--- src/rtl/keypad_scanner.sv ---
// 4x4 matrix keypad row scanner: synchronizes columns, debounces press/release, and holds
// one one-hot {row, col} code behind a valid/ack register. Auto-repeat is built only with KEYPAD_REPEAT_EN.
module keypad_scanner #(
   parameter int SETTLE_CYCLES   = 16,
   parameter int DEBOUNCE_CYCLES = 20000,
   parameter int REPEAT_DELAY    = 500000,
   parameter int REPEAT_RATE     = 100000
) (
   input  logic       clk,
   input  logic       rst_n,
   input  logic [3:0] col_in,
   output logic [3:0] row_out,
   output logic [3:0] key_row,
   output logic [3:0] key_col,
   output logic       key_valid,
   input  logic       key_ack,
   output logic       overrun,
   output logic       key_down
);

   if (SETTLE_CYCLES < 3 || DEBOUNCE_CYCLES < 2 || REPEAT_DELAY < 1 || REPEAT_RATE < 1) begin : g_bad_params
      $error("keypad_scanner: parameter out of range");
   end

   localparam int CNT_MAX = (SETTLE_CYCLES > DEBOUNCE_CYCLES) ? SETTLE_CYCLES : DEBOUNCE_CYCLES;
   localparam int CW      = $clog2(CNT_MAX);
   localparam logic [CW-1:0] SETTLE_LAST = CW'(SETTLE_CYCLES - 1);
   localparam logic [CW-1:0] DEB_LAST    = CW'(DEBOUNCE_CYCLES - 1);

   typedef enum logic [1:0] {SCAN, DEBOUNCE, HELD} state_t;

   // Handshake: key_valid high means key_row/key_col hold an unread code; a key_ack pulse
   // while valid consumes it at the next edge. A push in the same cycle as key_ack is accepted.
   state_t        state, state_n;
   logic [CW-1:0] cnt, cnt_n;
   logic [1:0]    idx, idx_n;
   logic [3:0]    row_n, cand_col, cand_n;
   logic [3:0]    col_m, col_s;
   logic [3:0]    kr_n, kc_n;
   logic          kv_n, ov_n, down_n;
   logic          push, rep_push, advance;

   always_ff @(posedge clk or negedge rst_n) begin
      if (!rst_n) begin
         col_m     <= '0;
         col_s     <= '0;
         state     <= SCAN;
         cnt       <= '0;
         idx       <= '0;
         row_out   <= 4'b0001;
         cand_col  <= '0;
         key_row   <= '0;
         key_col   <= '0;
         key_valid <= 1'b0;
         overrun   <= 1'b0;
         key_down  <= 1'b0;
      end else begin
         col_m     <= col_in;
         col_s     <= col_m;
         state     <= state_n;
         cnt       <= cnt_n;
         idx       <= idx_n;
         row_out   <= row_n;
         cand_col  <= cand_n;
         key_row   <= kr_n;
         key_col   <= kc_n;
         key_valid <= kv_n;
         overrun   <= ov_n;
         key_down  <= down_n;
      end
   end

   always_comb begin
      state_n = state;
      cnt_n   = cnt;
      idx_n   = idx;
      row_n   = row_out;
      cand_n  = cand_col;
      down_n  = key_down;
      push    = 1'b0;
      advance = 1'b0;
      case (state)
         SCAN: begin
            if (cnt == SETTLE_LAST) begin
               cnt_n = '0;
               // Zero or multi-bit columns (ghosting) are ignored; move on to the next row.
               if ($onehot(col_s)) begin
                  cand_n  = col_s;
                  state_n = DEBOUNCE;
               end else begin
                  advance = 1'b1;
               end
            end else begin
               cnt_n = cnt + 1'b1;
            end
         end
         DEBOUNCE: begin
            if (col_s != cand_col) begin
               cnt_n   = '0;
               state_n = SCAN;
               advance = 1'b1;
            end else if (cnt == DEB_LAST) begin
               cnt_n   = '0;
               state_n = HELD;
               push    = 1'b1;
               down_n  = 1'b1;
            end else begin
               cnt_n = cnt + 1'b1;
            end
         end
         HELD: begin
            if (col_s != 4'b0000) begin
               cnt_n = '0;
            end else if (cnt == DEB_LAST) begin
               cnt_n   = '0;
               state_n = SCAN;
               advance = 1'b1;
               down_n  = 1'b0;
            end else begin
               cnt_n = cnt + 1'b1;
            end
         end
         default: begin
            state_n = SCAN;
            cnt_n   = '0;
         end
      endcase
      if (advance) begin
         idx_n = idx + 2'd1;
         row_n = 4'b0001 << idx_n;
      end
   end

`ifdef KEYPAD_REPEAT_EN
   localparam int RMAX = (REPEAT_DELAY > REPEAT_RATE) ? REPEAT_DELAY : REPEAT_RATE;
   localparam int RW   = (RMAX > 1) ? $clog2(RMAX) : 1;
   localparam logic [RW-1:0] DELAY_LAST = RW'(REPEAT_DELAY - 1);
   localparam logic [RW-1:0] RATE_LAST  = RW'(REPEAT_RATE - 1);

   logic [RW-1:0] rep_cnt, rep_cnt_n;
   logic          rep_rate, rep_rate_n;

   always_ff @(posedge clk or negedge rst_n) begin
      if (!rst_n) begin
         rep_cnt  <= '0;
         rep_rate <= 1'b0;
      end else begin
         rep_cnt  <= rep_cnt_n;
         rep_rate <= rep_rate_n;
      end
   end

   // Counter idles at zero outside HELD; any zero column cycle restarts the delay phase.
   always_comb begin
      rep_cnt_n  = '0;
      rep_rate_n = 1'b0;
      rep_push   = 1'b0;
      if (state == HELD && col_s != 4'b0000) begin
         if ((!rep_rate && rep_cnt == DELAY_LAST) || (rep_rate && rep_cnt == RATE_LAST)) begin
            rep_push   = 1'b1;
            rep_rate_n = 1'b1;
         end else begin
            rep_cnt_n  = rep_cnt + 1'b1;
            rep_rate_n = rep_rate;
         end
      end
   end
`else
   assign rep_push = 1'b0;
`endif

   // row_out is frozen outside SCAN, so it is the candidate row for every push.
   always_comb begin
      kv_n = key_valid;
      ov_n = overrun;
      kr_n = key_row;
      kc_n = key_col;
      if (key_ack) begin
         kv_n = 1'b0;
         ov_n = 1'b0;
      end
      if (push || rep_push) begin
         if (!key_valid || key_ack) begin
            kr_n = row_out;
            kc_n = cand_col;
            kv_n = 1'b1;
         end else begin
            ov_n = 1'b1;
         end
      end
   end

endmodule
--- config.mk ---
export PLATFORM = sky130hd
export DESIGN_NAME = keypad_scanner
export DESIGN_NICKNAME = d
export VERILOG_FILES = /design/src/rtl/keypad_scanner.sv
export SDC_FILE = /design/constraint.sdc
export NUM_CORES = 1
export LEC_CHECK = 0
export ABC_CLOCK_PERIOD_IN_PS = 3400
export CAP_MARGIN = 20
export CORE_MARGIN = 2
export CORE_UTILIZATION = 45
export CTS_CLUSTER_DIAMETER = 60
export CTS_CLUSTER_SIZE = 25
export DETAILED_ROUTE_END_ITERATION = 10
export PLACE_DENSITY_LB_ADDON = 0.12
export SLEW_MARGIN = 30
export SYNTH_ARGS = -nofsm -noshare
export SYNTH_HDL_FRONTEND = slang
export SYNTH_SLANG_ARGS = --single-unit
--- constraint.sdc ---
create_clock -name clk -period 3.4 [get_ports clk]
set_input_delay 1.02 -clock clk [delete_from_list [all_inputs] [get_ports clk]]
set_output_delay 1.02 -clock clk [all_outputs]
set_load 0.02 [all_outputs]
; Word level (Yosys, flattened, before mapping)
; Cells that the tools add are included.
[word_totals]
memories = 0
ram_bits = 0
latch_bits = 0
register_bits = 46
out_inout_bits = 15
rom_bits = 0
[op_classes]
reduce_logical = 9
bitwise_logic = 0
eq_ne = 13
n_addsub = 5
shifts = 1
n_lt_le_gt_ge = 0
muxes = 31
div = 0
mul = 0
[op_table]
columns = cell, count
row1 = $mux W15, 4
row2 = $pmux W15 S3, 1
row3 = $mux W1, 17
row4 = $add A15 B1 Y15 const B, 1
row5 = $eq A15 B15 Y1 const B, 1
row6 = $eq A15 B4 Y1 const B, 1
row7 = $mux W2, 6
row8 = $ne A2 B2 Y1 const B, 6
row9 = $reduce_and A5 Y1, 2
row10 = $pmux W2 S3, 1
row11 = $add A1 B1 Y2, 2
row12 = $ne A4 B4 Y1, 1
row13 = $reduce_bool A4 Y1, 1
row14 = $shl A1 B2 Y4 const A, 1
row15 = $add A2 B2 Y3, 1
row16 = $eq A3 B1 Y1 const B, 1
row17 = $ne A3 B3 Y1 const B, 1
row18 = $pmux W1 S3, 1
row19 = $reduce_and A3 Y1, 1
row20 = $add A2 B1 Y2 const B, 1
row21 = $eq A2 B1 Y1 const B, 1
row22 = $eq A2 B2 Y1 const B, 1
row23 = $logic_not A2 Y1, 1
row24 = $pmux W1 S2, 1
row25 = other kinds (4), 4

; Longest topological paths before layout
; Gate-level depths: netlist of the first run.
[logic_depth]
ltp_word = 6
mapped_depth = 9

; Least setup slack after synthesis of the first run
; Ideal clock, no wire load.
[synth_path]
path_type = reg2reg
startpoint = register col_s[0]
endpoint = register cand_col[0]
path_stages_with_launch = 9
arrival_ns = 2.512
setup_slack_ns = 0.763
period_less_slack_ns = 2.637
path_cell_list = dfrtp_1 inv_1 fa_1 inv_1 ha_1 ha_1 or3b_2 nor4_4 mux2_2
[synth_between]
elab_chain_cells = 4
[synth_lines]
columns = item, line
row1 = from (decl), 38  ; logic [3:0] col_m, col_s;
row2 = from (signal assigned), 59  ; col_s <= col_m;
row3 = $add A1 B1 Y2 (implied by the code), 87  ; if ($onehot(col_s)) begin
row4 = $add A2 B2 Y3 (implied by the code), 87
row5 = $eq A3 B1 Y1, 87
row6 = $reduce_and A3 Y1 (no source line), -
row7 = to (signal assigned), 64  ; cand_col <= cand_n;
row8 = to (decl), 37  ; logic [3:0] row_n, cand_col, cand_n;
; Several ways; a longest one is shown, not always the timed one.
; A chain may end at the register's enable or synchronous reset.

; Final worst setup path of the first run
[layout_path]
startpoint = register col_s[0]
endpoint = register cand_col[3]
[layout_between]
elab_chain_cells = 4
[layout_lines]
columns = item, line
row1 = $add A1 B1 Y2 (implied by the code), 87
row2 = $add A2 B2 Y3 (implied by the code), 87
row3 = $eq A3 B1 Y1, 87
row4 = $reduce_and A3 Y1 (no source line), -
; Every way passes these cells.

==> results of run 1 <==
-- cells by family after synthesis --
group | synth area share
buf+inv | 0.0256
xor+xnor | 0.0652
compound gates | 0.0884
simple gates | 0.140
flops | 0.536
fa+ha+maj | 0.0558
mux | 0.0890
-- routing by layer --
layer / global-route usage / part of all wire / vias up
met2: 0.281 / 0.51 / 36
met5: 0 / 0 / -
li1: - / - / 674
met3: 0.0414 / 0.036 / 4
met4: 0.0556 / 0.011 / 0
met1: 0.203 / 0.44 / 711
-- worst max-delay path by stage --
| stage | from | endpoint | slack (ps) |
|---|---|---|---|
| 2_1_floorplan | col_s[0] | cand_col[0] | 760 |
| 3_3_place_gp | col_s[0] | cand_col[0] | 670 |
| 3_5_place_dp | col_s[0] | cand_col[2] | 620 |
| 4_1_cts | col_s[0] | cand_col[3] | 610 |
| 5_1_grt | col_s[0] | cand_col[1] | 460 |
| 6_report | col_s[0] | cand_col[3] | 640 |
-- flip-flops by register name, summed over array words and instances, names as in the netlist --
name / count
overrun: 1
cand_col: 4
key_down: 1
key_valid: 1
row_out: 4
cnt: 15
key_col: 4
state: 2
col_m: 4
key_row: 4
col_s: 4
idx: 2
-- final cells by class --
| type | count | area (sq um) |
|---|---|---|
| clock buffer | 5 | 68.8 |
| clock inverter | 3 | 40.0 |
| fill | 407 | 2140 |
| inverter | 8 | 30.0 |
| multi-input combinational | 116 | 943 |
| sequential | 46 | 1150 |
| tap | 54 | 67.6 |
| timing repair buffer | 22 | 215 |
-- cells in the final DEF, fill, tap and decap left out, types with 6 or more instances in the layout --
cell | Yosys | layout
a21oi_1 | 12 | 12
clkdlybuf4s50_1 | 0 | 20
dfrtp_1 | 45 | 45
ha_1 | 8 | 8
inv_1 | 8 | 8
mux2_2 | 17 | 17
nand2_1 | 9 | 9
nand3_1 | 7 | 7
xnor2_1 | 6 | 6
xor2_1 | 10 | 10
-- critical path: stages (launching register included) --
cell	delay [ps]
dfrtp_1	370
inv_1	80
fa_1	530
inv_1	40
ha_1	170
ha_1	250
or3b_2	510
nor4_4	300
mux2_2	380
-- power breakdown --
part / internal [mW] / switching [mW] / total, mW
clock network: 0.216 / 0.175 / 0.391
logic: 0.192 / 0.208 / 0.400
registers: 0.651 / 0.0982 / 0.749
total: 1.06 / 0.481 / 1.54
==> impl_metrics.ini, run 1 <==
[critical_path]
startpoint_type = flop
critPathRequiredTime_ps = 3580
worst_setup_path_end_kind = flop
critical_path_class = flop to flop
crit_fanout = 5
r2r_cells = 8
timing.rr.end = cand_col[3]
r2r_setup_slack_ps = 640
cp.arrival_ps = 2940
r2r-start = col_s[0]

[routing]
vias_per_cell = 5.61
drt_iter0_drc = 95
routed_wl_mm = 4.00
vias = 1425
ant_nets = 0
routedWlPerCell_um = 15.7
drc = 0
firstDrtPassIters = 4

[synthesis]
synthArstFlopShare = 1.00
synth_area_leader_cell = dfrtp_1
synth_area_leaders = dfrtp_1, mux2_2, ha_1
ys_seq_elements = 46
synth_area_per_cell_sq_um = 12.3
synth.distinct_cells = 40
mappedNetlistArea_sq_um = 2150
synth_commonest_cells = dfrtp_1, mux2_2, a21oi_1, xor2_1, nand2_1
synth_nets = 191
synth_most_common_cell = dfrtp_1
synthCells = 175
synth_top_area_share = 0.524
synth_edf_count = 0
ys_seq_area_frac = 0.536
yosys_warnings = 0
synth_flop_cell = dfrtp_1

[finish]
drive_gt1_frac = 0.180
final_util = 0.540
nNetsFinal = 215
final_cells = 254
antenna_cells = 0
fin_area_sq_um = 2520
area_growth_pct = 17.0

[grt]
grt.total_usage = 0.165
grt-ovfl-total = 0
grt_start_max_net_pins = 47
grt_pass1_vias = 1477
grt_pass1_wl_mm = 6.73
antenna_found_initial = 0

[place]
dpl_cell_area_sq_um = 2410
dp_hpwl_mm = 2.85
gp_congestion = 0.930
post-place-ws_ps = 621
port_buffers = 21
dp_cells = 246

[sta]
holdWs_ps = 352
finalCritPeriodShare = 0.813
fin_crit_ps = 2760
slew_headroom = 0.602
max_freq_mhz = 362
finalWorstSetupSlack_ps = 636
worst_slew_pin_slew_ps = 595
finalClockSkew_ps = 6.63
finalHoldViolations = 0
tns_ps = 0
slew_violations = 0
finalSetupViolations = 0
rsz0062_at_grt = false

[min_path]
holdPathEnd = col_s[0]
hold_class = flop to flop
holdPathStages = 0
min_from = col_m[0]

[clock_tree]
clock_latency_ps = 290
htreeDepth = 2
clkSlewWorstSetupHoldPaths_ps = 80
cts_setup_buffers = 0
cts_resized = 0
cts_tree = done
cts_hold_buffers = 0
root_buffer = clkbuf_8
clockBufferDepth = 2
clkSinkCount = 46
cts_made_buffers = 5

[floorplanning]
die_h_um = 73.1
core_sq_um = 4660
fp.dieArea_sq_um = 5350
die_w_um = 73.1
floorplan.initialDensity = 0.461
rows = 25
ios = 22

[power]
leakage_nw = 1.15
power_mw = 1.54
power_density_nw_per_um2 = 612
vdd_drop_max_v = 0.000366

[job]
cap_violations = 0

[outcome]
status = finished, final reports clean
(Power assumes the default switching activity.)
==> run 2, diff against run 1 <==
ABC_CLOCK_PERIOD_IN_PS = 2200   (was 3400)
clock period = 2.2 ns   (was 3.4 ns; I/O delays follow)
==> run 2 against run 1 <==
Compared with the run above: the run now ends with negative setup slack left; routed wire length is 6.3% higher; global-route usage is 1.7 points higher; count of clock-buffer cells in the layout is 1 higher; die area stayed put; power is 59% higher; design area is 5.3% higher; non-clock buffer count is 14 higher; utilization is 2.8 points higher; first-iteration DRC count is 71% lower; largest power group unchanged; highest routed layer unchanged.
==> impl_metrics.ini, run 2 (same netlist as run 1, synthesis figures left out) <==
[routing]
routed_wl_mm = 4.25
routedWlPerCell_um = 15.8
ant_nets = 0
vias = 1467
drc = 0
vias_per_cell = 5.47
drt_iter0_drc = 28
firstDrtPassIters = 4

[clock_tree]
clkSlewWorstSetupHoldPaths_ps = 80
clock_latency_ps = 290
cts_tree = done
clkSinkCount = 46
clockBufferDepth = 2
root_buffer = clkbuf_8
cts_hold_buffers = 0
cts_made_buffers = 5
htreeDepth = 2

[floorplanning]
ios = 22
die_w_um = 73.1
die_h_um = 73.1
fp.dieArea_sq_um = 5350
floorplan.initialDensity = 0.461
rows = 25
core_sq_um = 4660

[place]
port_buffers = 21
dp_hpwl_mm = 3.03
gp_congestion = 0.876
post-place-ws_ps = -336

[finish]
largest_reg_flops = 15
regArea_sq_um = 1150
largest_register = cnt
multi_input_area_sq_um = 968
area_growth_pct = 23.2
fillers = 379
mostFrequentLayoutCells = dfrtp_1, clkdlybuf4s50_1, mux2_2
layout_commonest_cell = dfrtp_1
antenna_cells = 0
drive_gt1_frac = 0.252
nNetsFinal = 229

[power]
swShare = 0.311
vdd_drop_max_v = 0.000689
power_mw = 2.44
pwr-share-clk = 0.252
power_density_nw_per_um2 = 922
leakage_nw = 1.21
p_comb_frac = 0.276
power.net_switching_mw = 0.760
sequentialPowerShare = 0.472
internal-power_mw = 1.68

[grt]
grt_pass1_vias = 1593
grt_start_max_net_pins = 47
grt.total_usage = 0.182
grt-ovfl-total = 0
antenna_found_initial = 0
grt_pass1_wl_mm = 7.45

[job]
cap_violations = 0

[sta]
holdWs_ps = 356
max_freq_mhz = 393
slew_violations = 0
fin_crit_ps = 2540
finalWorstSetupSlack_ps = -343
finalHoldViolations = 0
finalCritPeriodShare = 1.16
slew_headroom = 0.605
worst_slew_pin_slew_ps = 592
finalClockSkew_ps = 6.10
finalSetupViolations = 11
rsz0062_at_grt = true
tns_ps = -3120

[critical_path]
cp_cell_sequence = inv_2, fa_1, inv_1, ha_2, ha_4, or3b_4, nor4_4, buf_4, mux2_2
crit_fanout = 5
critPathMaxStageDelay_ps = 540
worst_setup_path_end_kind = flop
critPathRequiredTime_ps = 2390
critical_path_class = flop to flop
cpMaxStageDelayCell = fa_1
startpoint_type = flop
cp.arrival_ps = 2730

[outcome]
violations = negative setup slack
status = complete, but fails checks

[min_path]
hold_class = flop to flop
run 2: path summary, 6_finish.rpt:
path	from	end	slack, ps	cells past startpoint
worst max-delay path	col_s[3]	cand_col[3]	-340	9
worst min-delay path	col_m[0]	col_s[0]	360	0
worst max register to register	col_s[3]	cand_col[3]	-340	9
worst min register to register	col_m[0]	col_s[0]	360	0
max in group asynchronous	rst_n	cnt[14]	1350	2
min in group asynchronous	rst_n	cnt[9]	450	2
run 2: area by class of cell:
cell class	instances	share of cell area
sequential	46	0.435
tap	54	0.0255
multi-input combinational	116	0.365
clock inverter	2	0.0142
inverter	8	0.0113
clock buffer	6	0.0274
timing repair buffer	36	0.121
run 2: power by group through the flow:
stage / Clock, mW / Sequential (mW) / Combinational (mW)
after floorplan: 0 / 1.18 / 0.424
after global placement: 0 / 1.16 / 0.650
after detailed placement: 0 / 1.17 / 0.675
after CTS: 0.634 / 1.15 / 0.680
after global routing: 0.657 / 1.18 / 0.754
final: 0.615 / 1.15 / 0.675
run 2: per-stage QoR:
step                area, sq um  std cells   util
floorplan                  2170        175      -
global placement           2520        258  0.540
finish                     2650        268  0.569
CTS                        2640        267  0.565
global route               2650        268  0.569
detailed placement         2520        258  0.540
run 2: layer usage:
layer,vias up,GRT usage,routed length [um]
met5,-,0,0
met4,0,0.0658,83
met3,9,0.0456,134
met2,22,0.309,2230
met1,729,0.224,1800
li1,707,-,-
run 2: critical path: cells and delay by family, from the launching register on:
| family | cells | cell delay (ps) |
|---|---|---|
| simple gates | 2 | 520 |
| fa+ha+maj | 3 | 920 |
| flops | 1 | 380 |
| mux | 1 | 330 |
| buf+inv | 3 | 290 |
run 2: what timing repair did:
| item | in CTS | in global routing |
|---|---|---|
| gates resized for setup | 1 | 3 |
| pin swaps | 2 | 1 |
| buffers inserted | 1 | 1 |
| setup endpoints to repair | 11 | 11 |
